===== config.mk =====
export PLATFORM = sky130hd
export DESIGN_NAME = wb_regfile_stage
export DESIGN_NICKNAME = d
export VERILOG_FILES = /design/src/rtl/wb_regfile_stage.sv
export SDC_FILE = /design/constraint.sdc
export NUM_CORES = 1
export LEC_CHECK = 0
export BUFFER_PORTS_ARGS = -buffer_cell sky130_fd_sc_hd__buf_2
export CAP_MARGIN = 20
export CORE_MARGIN = 4
export CORE_UTILIZATION = 52
export CTS_CLUSTER_DIAMETER = 150
export DETAILED_ROUTE_END_ITERATION = 7
export PLACE_DENSITY = 0.7
export SLEW_MARGIN = 5
export SYNTH_ARGS = -nofsm -noshare
export SYNTH_HDL_FRONTEND = slang
export SYNTH_SLANG_ARGS = --single-unit
export TNS_END_PERCENT = 100

===== constraint.sdc =====
create_clock -name i_clk -period 2.9 [get_ports i_clk]
set_input_delay 0.145 -clock i_clk [delete_from_list [all_inputs] [get_ports i_clk]]
set_output_delay 0.145 -clock i_clk [all_outputs]
set_load 0.1 [all_outputs]

===== src/rtl/wb_regfile_stage.sv =====
// Write-back stage: EXE/WB pipeline register, 2^AW x DW register file with R0 hardwired to zero,
// and two read ports with EXE-then-WB bypass so a result can be used the cycle it is produced.
module wb_regfile_stage #(
  parameter int DW = 16,
  parameter int AW = 4
) (
  input  logic          i_clk,
  input  logic          i_rst_n,
  input  logic          i_wen_exe,
  input  logic [AW-1:0] i_waddr_exe,
  input  logic [DW-1:0] i_aluout_exe,
  input  logic [AW-1:0] i_raddr1,
  input  logic [AW-1:0] i_raddr2,
  output logic [DW-1:0] o_rdata1,
  output logic [DW-1:0] o_rdata2,
  output logic          o_wen_wb,
  output logic [AW-1:0] o_waddr_wb,
  output logic [DW-1:0] o_wdata_wb,
  output logic [15:0]   o_retired
);

  localparam int NREG = 1 << AW;

  logic          r_wen_wb;
  logic [AW-1:0] r_waddr_wb;
  logic [DW-1:0] r_wdata_wb;
  logic [15:0]   r_retired;
  logic [DW-1:0] r_regs [NREG];
  logic          w_commit;

  assign w_commit = r_wen_wb && (r_waddr_wb != '0);

  always_ff @(posedge i_clk or negedge i_rst_n) begin
    if (!i_rst_n) begin
      r_wen_wb   <= 1'b0;
      r_waddr_wb <= '0;
      r_wdata_wb <= '0;
      r_retired  <= '0;
      for (int i = 0; i < NREG; i++) r_regs[i] <= '0;
    end else begin
      r_wen_wb   <= i_wen_exe;
      r_waddr_wb <= i_waddr_exe;
      r_wdata_wb <= i_aluout_exe;
      if (w_commit) begin
        r_regs[r_waddr_wb] <= r_wdata_wb;
        r_retired          <= r_retired + 16'd1;
      end
    end
  end

  // Youngest producer wins: EXE result, then the one waiting in WB, then the array.
  function automatic logic [DW-1:0] read_port(input logic [AW-1:0] a);
    logic [DW-1:0] v;
    if (a == '0)                           v = '0;
    else if (i_wen_exe && i_waddr_exe == a) v = i_aluout_exe;
    else if (r_wen_wb && r_waddr_wb == a)   v = r_wdata_wb;
    else                                    v = r_regs[a];
    return v;
  endfunction

  logic [DW-1:0] w_rdata1;
  logic [DW-1:0] w_rdata2;

  always_comb begin
    w_rdata1 = read_port(i_raddr1);
    w_rdata2 = read_port(i_raddr2);
  end

  assign o_rdata1   = w_rdata1;
  assign o_rdata2   = w_rdata2;
  assign o_wen_wb   = r_wen_wb;
  assign o_waddr_wb = r_waddr_wb;
  assign o_wdata_wb = r_wdata_wb;
  assign o_retired  = r_retired;

endmodule

# Word-level counts from Yosys, hierarchy flattened
# Cells that the tools add are included.
[word_totals]
input_bits = 31
mem_bits_ro = 0
regBits = 293
mem_bits_rw = 0
mem_count = 0
latchBits = 0
output_inout_bits = 69
[classes]
div = 0
add_sub_neg = 1
n_reduce_logical = 9
mux = 15
n_eq_ne = 4
mul = 0
magnitude_cmp = 4
n_shift = 0
bitwise_logic = 3
[op_table]
columns = ["operator", "count"]
rows = [
  ["$bwmux 256", 1],
  ["$mux 16", 11],
  ["$bmux 16 s4", 2],
  ["$demux 16 s4", 1],
  ["$add 16x1->16 const B", 1],
  ["$eq 4x4->1", 4],
  ["$ge 5x5->1 const B", 3],
  ["$not 4->5", 3],
  ["$logic_not 4->1", 2],
  ["$logic_and 1x1->1", 6],
  ["$lt 5x1->1 const B", 1],
  ["$reduce_bool 4->1", 1],
]

# Longest topological paths before layout
[logic_depth]
depth_word = 7
mapped_depth = 8

# Worst setup path before layout
# OpenSTA, ideal clock, no wires.
[synth_timing]
path_kind = "register to output"
startpoint = "register r_waddr_wb[2], in the netlist o_waddr_wb[2]"
endpoint = "output port o_rdata2[0]"
path_stages_with_launch = 8
t_required_ns = 2.755
t_arrival_ns = 4.249
path_slack_ns = -1.494
cell_sequence = "dfrtp_1 > buf_2 > xor2_1 > nor3_1 > nand3_1 > and2_1 > buf_6 > a221oi_1"
[synth_between]
elab_chain_cells = 5
[synth_lines]
columns = ["element", "line", "text"]
rows = [
  ["start: declaration", "25", "logic [AW-1:0] r_waddr_wb;"],
  ["start signal: assignment", "42", "r_waddr_wb <= i_waddr_exe;"],
  ["$eq 4x4->1", "56", "else if (r_wen_wb && r_waddr_wb == a) v = r_wdata_wb;"],
  ["$logic_and 1x1->1", "56", ""],
  ["$mux 16", "56", ""],
  ["$mux 16", "55", "else if (i_wen_exe && i_waddr_exe == a) v = i_aluout_exe;"],
  ["$mux 16", "54", "if (a == '0) v = '0;"],
  ["end: declaration", "15", "output logic [DW-1:0] o_rdata2,"],
]
# Every way passes these cells.

# Worst setup path after layout
[layout_timing]
startpoint = "register r_waddr_wb[2], in the netlist o_waddr_wb[2]"
endpoint = "output port o_rdata2[13]"
# The elaborated chain is that of the path after synthesis.

==> reports/summary.txt <==
SETUP PATH
--------------------------------------------------------------------------------
Critical-path maximum fanout                                                  15
Type of element launching the critical path                            flip-flop
Worst reg2reg path depth                                                       4
Path type of the worst setup path                                   flip-flop to output port
Crit path required time                                                  2.76 ns
Kind of end point of the critical path                               output port
Arrival time of the worst setup path                                     2.55 ns

SYNTHESIS
--------------------------------------------------------------------------------
Number of warning messages in the yosys log                                    0
Share of async-settable or async-resettable flops after synthesis           1.00
Count of mapped cells out of synthesis                                      1224
Post-synth EDFFs                                                               0
Total of flip-flops plus latches after synthesis                             293
Sequential share of the synthesized area                                   0.469
Prevailing post-synth register cell                                      dfrtp_1
Netlist area before placement                                         15600 um^2
Top cells by area, synth                                            dfrtp_1 47%, mux4_2 16%, mux2_2 13%, o21ai_0 3.7%, nand2_1 2.2%
Area fraction of the dominant cell type after synthesis                    0.469
Number of distinct library cells after synthesis                              48
Synth Net Count                                                             1256
Cell accounting for the most synthesized area                            dfrtp_1
Top post-synthesis cells by count                                   293 x dfrtp_1, 182 x mux2_2, 115 x o21ai_0
Most instantiated library cell after synthesis                           dfrtp_1
Per-instance average area after synthesis                              12.8 um^2

DIE
--------------------------------------------------------------------------------
Die area                                                              32900 um^2
Std-Cell Rows                                                                 63
Number of I/O pins                                                           100
DIE HEIGHT                                                                181 um
Starting density of the core                                               0.528
Die W                                                                     181 um
Core area                                                             29600 um^2

CLOCK NETWORK
--------------------------------------------------------------------------------
Clock tree from TritonCTS                                                  built
Clock Pin Slew Worst Setup and Hold Paths                                0.06 ns
Number of CTS-inserted buffers                                                34
Maximum buffer depth of the clock tree                                         3
Level count of the clock H-tree                                                2
Post-CTS setup buffers                                                         0
Worst skew pair latency                                                  0.52 ns
Clock tree root buffer cell                                            clkbuf_16
CTS sink count                                                               293

TIMING
--------------------------------------------------------------------------------
Transition time of the tightest slew-check pin                          0.931 ns
Number of endpoints failing setup at the final stage                           0
Final worst path period share                                              0.928
Final setup skew                                                       0.0185 ns
Tmin final                                                               2.69 ns
Final Max Tran Viols                                                           0
Setup TNS Final                                                             0 ns
RSZ-0062 raised after global routing                                          no
Crit path setup slack, layout                                           0.209 ns
Relative slew margins                                                      0.379
Achievable Freq                                                          372 MHz
Final-report hold violation count                                              0

CELLS AND AREA
--------------------------------------------------------------------------------
Area growth, synth to finish                                               19.3%
Count of nets after finishing                                               1349
Fill count                                                                  2257
Antenna Cells                                                                  0
Fraction of layout cells with a size suffix above 1                        0.421
Final Core Density                                                         0.630

GLOBAL ROUTING
--------------------------------------------------------------------------------
Initial antenna violation count                                                0
Grt ovf                                                                        0
Vias in the first global route                                             11873
Largest net degree at the start of global routing                             98
First-pass GRT wire length                                              71700 um
Global router's overall resource usage                                     0.282

PLACE
--------------------------------------------------------------------------------
RePlAce Congestion                                                         0.848
Worst Setup Slack post-DPL                                              0.477 ns
Number of input and output port buffers inserted                              99
Dpl hpwl                                                                29400 um

DRT
--------------------------------------------------------------------------------
Residual DRC                                                                   0
Number of DRC markers in iteration 0                                        1294
Routed Antenna Nets                                                            0
WL final                                                                46200 um
Total iterations of the first detailed-routing run                             5
Drt wl/cell                                                              26.7 um
Total via count after detailed routing                                     11168
Vias per inst                                                               6.46

POWER
--------------------------------------------------------------------------------
P_leak                                                                0.00794 uW
Worst voltage drop across the vdd grid                                0.000829 V
Areal power density over the cells                                   756 nW/um^2

FLOW RUN
--------------------------------------------------------------------------------
Number of max-cap violations                                                   0

OUTCOME
--------------------------------------------------------------------------------
Run status                                                          finished, final reports clean

MIN PATH
--------------------------------------------------------------------------------
HP Class                                                            input pin to asynchronous set/reset pin

## area by class of cell
type	instances	area (um^2)	area share
Clock buffer	45	953	0.0511
Clock inverter	14	83.8	0.00449
Inverter	16	60.1	0.00322
Multi-Input combinational cell	788	7910	0.424
Sequential cell	293	7340	0.393
Tap cell	390	488	0.0261
Timing Repair Buffer	184	1840	0.0984
## layer usage
layer,vias up,GRT usage,routed length (um)
met2,487,0.468,22800
met5,-,0,0
met1,5812,0.382,18500
met4,0,0.104,1820
met3,122,0.0421,3100
li1,4747,-,-
## flip-flops by register name, summed over array words and instances, names as in the netlist
register    cells
r_regs        256
o_retired      16
o_waddr_wb      4
o_wen_wb        1
o_wdata_wb     16
## per-stage QoR
stage	hold WS, ns	total power (uW)	cells	cell area, um^2
2_1_floorplan	-0.151	8710	1224	16000
3_3_place_gp	0.0520	9940	1649	17400
3_5_place_dp	0.0474	10100	1649	17400
4_1_cts	0.100	14200	1730	18700
5_1_grt	0.122	14700	1730	18700
6_report	0.0971	14100	1730	18700
## critical path, stage by stage, from the launching register on
cell	delay, ns
dfrtp_2	0.46
xor2_1	0.17
nor3_1	0.20
nand3_1	0.19
and2_4	0.37
a221oi_4	0.40
buf_12	0.22
## path summary, 6_finish.rpt
kind / startpoint / slack (ns) / to
worst min-delay path: i_rst_n / 0.1 / r_regs[213]
max in group asynchronous: i_rst_n / 1.91 / o_waddr_wb[1]
worst max-delay path: o_waddr_wb[2] / 0.21 / o_rdata2[13]
worst min register to register: r_regs[245] / 0.39 / r_regs[245]
worst max register to register: o_wen_wb / 0.65 / r_regs[192]
min in group i_clk: i_aluout_exe[5] / 0.30 / o_wdata_wb[5]
## logic make-up (layout without fill, tap and decap cells)
kind of cell / after synthesis / count (layout) / synth area share
adder cells (fa/ha/maj): 1 / 1 / 0.000800
XOR/XNOR: 31 / 31 / 0.0178
multiplexers: 320 / 320 / 0.310
AO/OA/AOI/OAI: 192 / 192 / 0.0801
buffers and inverters: 143 / 259 / 0.0484
flip-flops: 293 / 293 / 0.469
AND/OR/NAND/NOR: 244 / 244 / 0.0737
## power by group
group	internal (uW)	switching, uW	total, uW
combinational	1990	2500	4490
clock	2320	1710	4030
sequential	4900	688	5590
## placed cells by master (no fill, tap or decap), drive strengths merged, types with 11 or more instances in the layout
master,netlist,routed
nor2,62,62
o22ai,15,15
a221oi,16,16
a22o,30,30
dfrtp,293,293
nand2,92,92
dlygate4sd3,0,22
inv,16,18
nor3,35,35
mux4,113,113
clkinv,0,11
o21ai,128,128
buf,63,162
clkbuf,64,45
mux2i,15,15
nor4,16,16
xor2,16,16
xnor2,15,15
mux2,192,192
## what timing repair did
item,4_1_cts,5_1_grt
resized for setup,0,1
hold buffers,22,0
endpoints found under the hold margin,182,0
endpoints found under the setup margin,0,15
Power figures use the tool's default switching activity.
